<file path="config.mk">
export PLATFORM = sky130hd
export DESIGN_NAME = audio_sfx_player
export DESIGN_NICKNAME = d
export VERILOG_FILES = /design/src/rtl/audio_pkg.sv /design/src/rtl/audio_atten.sv /design/src/rtl/audio_sfx_player.sv
export SDC_FILE = /design/constraint.sdc
export NUM_CORES = 1
export LEC_CHECK = 0
export BUFFER_PORTS_ARGS = -buffer_cell sky130_fd_sc_hd__buf_2
export CAP_MARGIN = 20
export CORE_MARGIN = 5
export CORE_UTILIZATION = 40
export CTS_CLUSTER_SIZE = 40
export DETAILED_ROUTE_END_ITERATION = 8
export PLACE_DENSITY = 0.62
export RECOVER_POWER = 100
export SLEW_MARGIN = 20
export SYNTH_ARGS = -nofsm -noshare
export SYNTH_HDL_FRONTEND = slang
export SYNTH_HIERARCHICAL = 1
export SYNTH_SLANG_ARGS = --single-unit
</file>
<file path="constraint.sdc">
create_clock -name Clk -period 2.05 [get_ports Clk]
set_input_delay 0.1025 -clock Clk [delete_from_list [all_inputs] [get_ports Clk]]
set_output_delay 0.1025 -clock Clk [all_outputs]
set_load 0.005 [all_outputs]
</file>
<file path="src/rtl/audio_pkg.sv">
// Shared audio types and constants for the sound-effect player and mixer.
package audio_pkg;

    localparam int unsigned ADDR_W        = 14;
    localparam int unsigned DATA_W        = 16;
    localparam int unsigned VOL_W         = 3;
    localparam int unsigned SFX_JUMP_LAST = 8957;

    typedef logic signed [DATA_W-1:0] sample_t;

    typedef enum logic [1:0] {
        IDLE,
        ARMED,
        READ,
        LATCH
    } player_state_t;

endpackage

</file>
<file path="src/rtl/audio_atten.sv">
// Shift-based volume attenuation: arithmetic shift right by volume, all-ones volume mutes.
module audio_atten #(
    parameter int unsigned DATA_W = audio_pkg::DATA_W,
    parameter int unsigned VOL_W  = audio_pkg::VOL_W
) (
    input  logic signed [DATA_W-1:0] sample,
    input  logic        [VOL_W-1:0]  volume,
    output logic signed [DATA_W-1:0] scaled
);

    always_comb begin
        scaled = '0;
        if (volume != '1) begin
            scaled = sample >>> volume;
        end
    end

endmodule

</file>
<file path="src/rtl/audio_sfx_player.sv">
// Playback sequencer: walks the sample RAM one word per codec request, attenuates,
// and hands samples to the codec; emits silence on the same 2-cycle cadence when idle.
module audio_sfx_player #(
    parameter int unsigned ADDR_W    = audio_pkg::ADDR_W,
    parameter int unsigned DATA_W    = audio_pkg::DATA_W,
    parameter int unsigned LAST_ADDR = audio_pkg::SFX_JUMP_LAST,
    parameter int unsigned VOL_W     = audio_pkg::VOL_W
) (
    input  logic              Clk,
    input  logic              Reset,
    input  logic              play,
    input  logic              stop,
    input  logic              loop_en,
    input  logic [VOL_W-1:0]  volume,
    input  logic              sample_req,
    input  logic [DATA_W-1:0] ram_data,
    output logic [ADDR_W-1:0] ram_read_address,
    output logic [DATA_W-1:0] sample_out,
    output logic              sample_valid,
    output logic              busy,
    output logic              done,
    output logic              overrun
);

    import audio_pkg::*;

    player_state_t state_q, state_d;
    logic [ADDR_W-1:0] ptr_q, ptr_d;
    logic              idle_req_q;
    logic              idle_req;
    logic              at_last;
    logic              load_sample;
    logic              set_done;
    logic              set_overrun;
    logic              clr_overrun;
    logic signed [DATA_W-1:0] scaled;

    audio_atten #(
        .DATA_W (DATA_W),
        .VOL_W  (VOL_W)
    ) u_atten (
        .sample (signed'(ram_data)),
        .volume (volume),
        .scaled (scaled)
    );

    assign at_last          = (ptr_q == ADDR_W'(LAST_ADDR));
    assign ram_read_address = ptr_q;
    assign busy             = (state_q != IDLE);

    always_comb begin
        state_d     = state_q;
        ptr_d       = ptr_q;
        load_sample = 1'b0;
        set_done    = 1'b0;
        set_overrun = 1'b0;
        clr_overrun = 1'b0;
        idle_req    = 1'b0;
        if (stop) begin
            state_d = IDLE;
            ptr_d   = '0;
        end else if (play) begin
            state_d     = ARMED;
            ptr_d       = '0;
            clr_overrun = 1'b1;
        end else begin
            unique case (state_q)
                IDLE: begin
                    idle_req = sample_req;
                end
                ARMED: begin
                    if (sample_req) begin
                        state_d = READ;
                    end
                end
                READ: begin
                    // Address has been stable since ARMED, so ram_data already holds
                    // mem[ptr]; capturing here makes the sample visible during LATCH.
                    state_d     = LATCH;
                    load_sample = 1'b1;
                    set_overrun = sample_req;
                end
                LATCH: begin
                    set_overrun = sample_req;
                    if (at_last) begin
                        ptr_d = '0;
                        if (loop_en) begin
                            state_d = ARMED;
                        end else begin
                            state_d  = IDLE;
                            set_done = 1'b1;
                        end
                    end else begin
                        ptr_d   = ptr_q + 1'b1;
                        state_d = ARMED;
                    end
                end
                default: begin
                    state_d = IDLE;
                    ptr_d   = '0;
                end
            endcase
        end
    end

    always_ff @(posedge Clk) begin
        if (Reset) begin
            state_q <= IDLE;
        end else begin
            state_q <= state_d;
        end
    end

    always_ff @(posedge Clk) begin
        if (Reset) begin
            ptr_q        <= '0;
            idle_req_q   <= 1'b0;
            sample_out   <= '0;
            sample_valid <= 1'b0;
            done         <= 1'b0;
            overrun      <= 1'b0;
        end else begin
            ptr_q        <= ptr_d;
            idle_req_q   <= idle_req;
            sample_valid <= load_sample | idle_req_q;
            done         <= set_done;
            if (load_sample) begin
                sample_out <= scaled;
            end else if (idle_req_q) begin
                sample_out <= '0;
            end
            if (clr_overrun) begin
                overrun <= 1'b0;
            end else if (set_overrun) begin
                overrun <= 1'b1;
            end
        end
    end

endmodule

</file>
==> impl_results.md <==
- Top_reg_cell synth: dfxtp_1
- Hold path cells: 2
- Setup crit end kind: register
- Slew margin rel.: 40.68%
- Initial antenna violation count: 0
- Distinct cells, synth: 48
- # Max-Cap Violations: 0
- Crit path depth: 5
- CP top delay family: simple AND/OR/NAND/NOR gates
- DR DRC count: 0
- Main combinational cell family by area after synthesis: simple AND/OR/NAND/NOR gates
- Critical Path Source Type: register
- Die height: 84.49 um
- P_leak: 0.9173 nW
- CTS Buffer Depth: 2
- Die X-Extent: 84.49 um
- Non-filler cells, final: 390
- Fin util: 47.14%
- DP HPWL: 4184 um
- Multiplexer share of the synthesized area: 7.554%
- Setup violators final: 0
- Final Hold Fails: 0
- Period Utilization, post-route: 88.99%
- FMAX: 0.5481 GHz
- Wl on met1: 2535 um
- Cell area after synthesis: 2220 um^2
- DRT antenna net count: 0
- Fill count: 565
- Worst-skew pair later-pin latency: 0.29 ns
- Synth Area in XOR/XNOR: 5.130%
- Mapped Cells: 269
- Compound-cell area share of the yosys netlist: 16.01%
- GRT overflow: 0
- Peak supply drop: 446.6 uV
- Max incr delay on CP: 0.54 ns
- Commonest non-fill, non-tap cell in the layout: buf_2
- Pwr Density: 555.5 nW/um^2
- # diodes: 0
- Flip-flop and latch area: 720.7 um^2
- Critical Path Fanout Max: 12
- Post-synthesis simple-gate area fraction: 31.45%
- Routed wire length on met3: 347 um
- Post-synthesis sequential area ratio: 32.47%
- Worst hold path type: in2reg
- Top layer in use: met4
- Multi-input gate area: 1360 um^2
- Min Clock Period, post-route: 1.824 ns
- Vias: 2101
- FFs w/ async S/R, synth: 0%
- Htree depth: 2
- Yosys warns: 6
- Die area: 7139 um^2
- CTS tree: yes
- # IOs: 59
- Placement Setup Slack: 0.2134 ns
- Flops & latches, synth: 36
- First-pass GRT wire length: 9232 um
- Synth Area per Inst: 8.251 um^2
- Largest net degree at the start of global routing: 30
- DR iter-0 viols: 88
- CTS clock-pin slew for the worst setup and hold paths: 0.08 ns
- Least-Margin Pin Slew: 0.8898 ns
- CP cell instances: ha_1 > nand4bb_4 > or4_4 > o21bai_4 > nor2_1
- Vias in the first global route: 1984
- Reg2reg path depth: 5
- Post-synth EDFFs: 0
- Core area: 5439 um^2
- RSZ-0062 raised after global routing: false
- Cts bufs inserted: 5
- Setup slack, reg-to-reg: 0.23 ns
- Gr usage total: 15.55%
- Routed wire length: 5638 um
- Clock skew: 0.003590 ns
- GPL Wtd Cong: 0.8849
- CTS Sinks: 36
- Root Driver: clkbuf_8
- Setup bufs post-CTS: 0
- Final #Nets: 344
- Setup TNS: 0 ns
- Initial DRT Pass Iterations: 4
- Proportion of layout cells with a drive suffix above 1: 21.38%
- Worst Path Buf+Inv: 0
- Final worst slack: 0.2256 ns
- Final slew viol count: 0
- Arrival time at the worst endpoint: 2.00 ns
- Area growth syn-to-layout: 15.50%
- Critical path class: reg2reg
- CP max-delay cell: or4_4
- WL met2: 2674 um
- Status: finished clean
- Synth Area in Adders: 1.127%
- Dpl cells: 381
- Most frequent cells in the layout: buf_2 (38), dfxtp_1 (36), nor2_1 (31), nand2_1 (28), a21oi_1 (23)
- WL/cell: 14.46 um
- Initial Util: 40.81%
- Synthesized Nets: 296
- Req. time, crit path: 2.23 ns
- Vias per inst: 5.387
- FP Rows: 27
- IO buf count: 58
==> report_power, final <==
part	switching (mW)	internal, mW	total (mW)
Clock	0.277	0.237	0.514
Sequential	0.00506	0.701	0.706
Combinational	0.112	0.0920	0.205
Total	0.394	1.03	1.42
==> repair_timing <==
item / in CTS / in global routing
hold endpoints to repair: 1 / 0
gates resized for setup: 0 / 0
hold buffers: 1 / 0
==> flip-flops by register name (all words and copies together), names as in the netlist <==
name / cells
sample_out: 16
ram_read_address: 14
state_q: 2
done: 1
idle_req_q: 1
overrun: 1
sample_valid: 1
==> cell type report <==
| type | count | share of cell area, % |
|---|---|---|
| Clock buffer | 5 | 2.684 |
| Clock inverter | 3 | 0.7321 |
| Inverter | 7 | 1.025 |
| Multi-Input combinational cell | 207 | 53.05 |
| Sequential cell | 36 | 28.11 |
| Tap cell | 72 | 3.514 |
| Timing Repair Buffer | 60 | 10.88 |
==> cells in the mapped netlist, types with 2 or more instances <==
library cell	instances	area share [%]
and2b_2	2	0.79
a31oi_1	3	0.85
nor2_1	31	5.2
mux2_4	6	4.1
nand2_1	28	4.7
or3_1	3	0.85
o22ai_1	20	5.6
dfxtp_1	36	32
buf_6	3	1.5
a211oi_1	2	0.68
mux2_1	3	1.5
o21ai_1	2	0.45
a21oi_1	23	5.2
nor3_2	2	0.90
xor2_1	4	1.6
nor2b_1	5	1.4
xnor2_1	9	3.6
clkbuf_1	7	1.2
nor4_1	8	2.3
nand3b_1	17	5.7
nand2b_1	4	1.1
mux2_2	3	1.5
inv_1	7	1.2
nand3_1	5	1.1
nand4_1	3	0.85
buf_2	6	1.4
buf_4	3	1.0
nor3_1	3	0.68
ha_1	2	1.1
==> final timing paths <==
kind                  startpoint             endpoint
min                         stop           state_q[0]
min reg2reg       sample_out[12]       sample_out[12]
max reg2reg  ram_read_address[0]  ram_read_address[6]
max          ram_read_address[0]  ram_read_address[6]
==> cells by family after synthesis <==
group | Yosys count
compound gates | 57
buf+inv | 26
mux | 13
flops | 36
xor+xnor | 13
simple gates | 122
fa+ha+maj | 2
==> per-stage QoR <==
step                area, um^2  power, mW  hold slack (ns)
floorplan                 2220     0.8731           0.1804
global placement          2495     0.9235           0.2942
detailed placement        2495     0.9250           0.2894
CTS                       2592      1.443         0.003106
global route              2564      1.492          0.01880
finish                    2564      1.424         0.009359
==> routing by layer <==
metal	vias up	global-route usage (%)
li1	1052	-
met1	983	20.19
met2	58	25.05
met3	8	3.925
met4	0	5.324
met5	-	0
No activity file was read; power rests on OpenSTA's default activity.
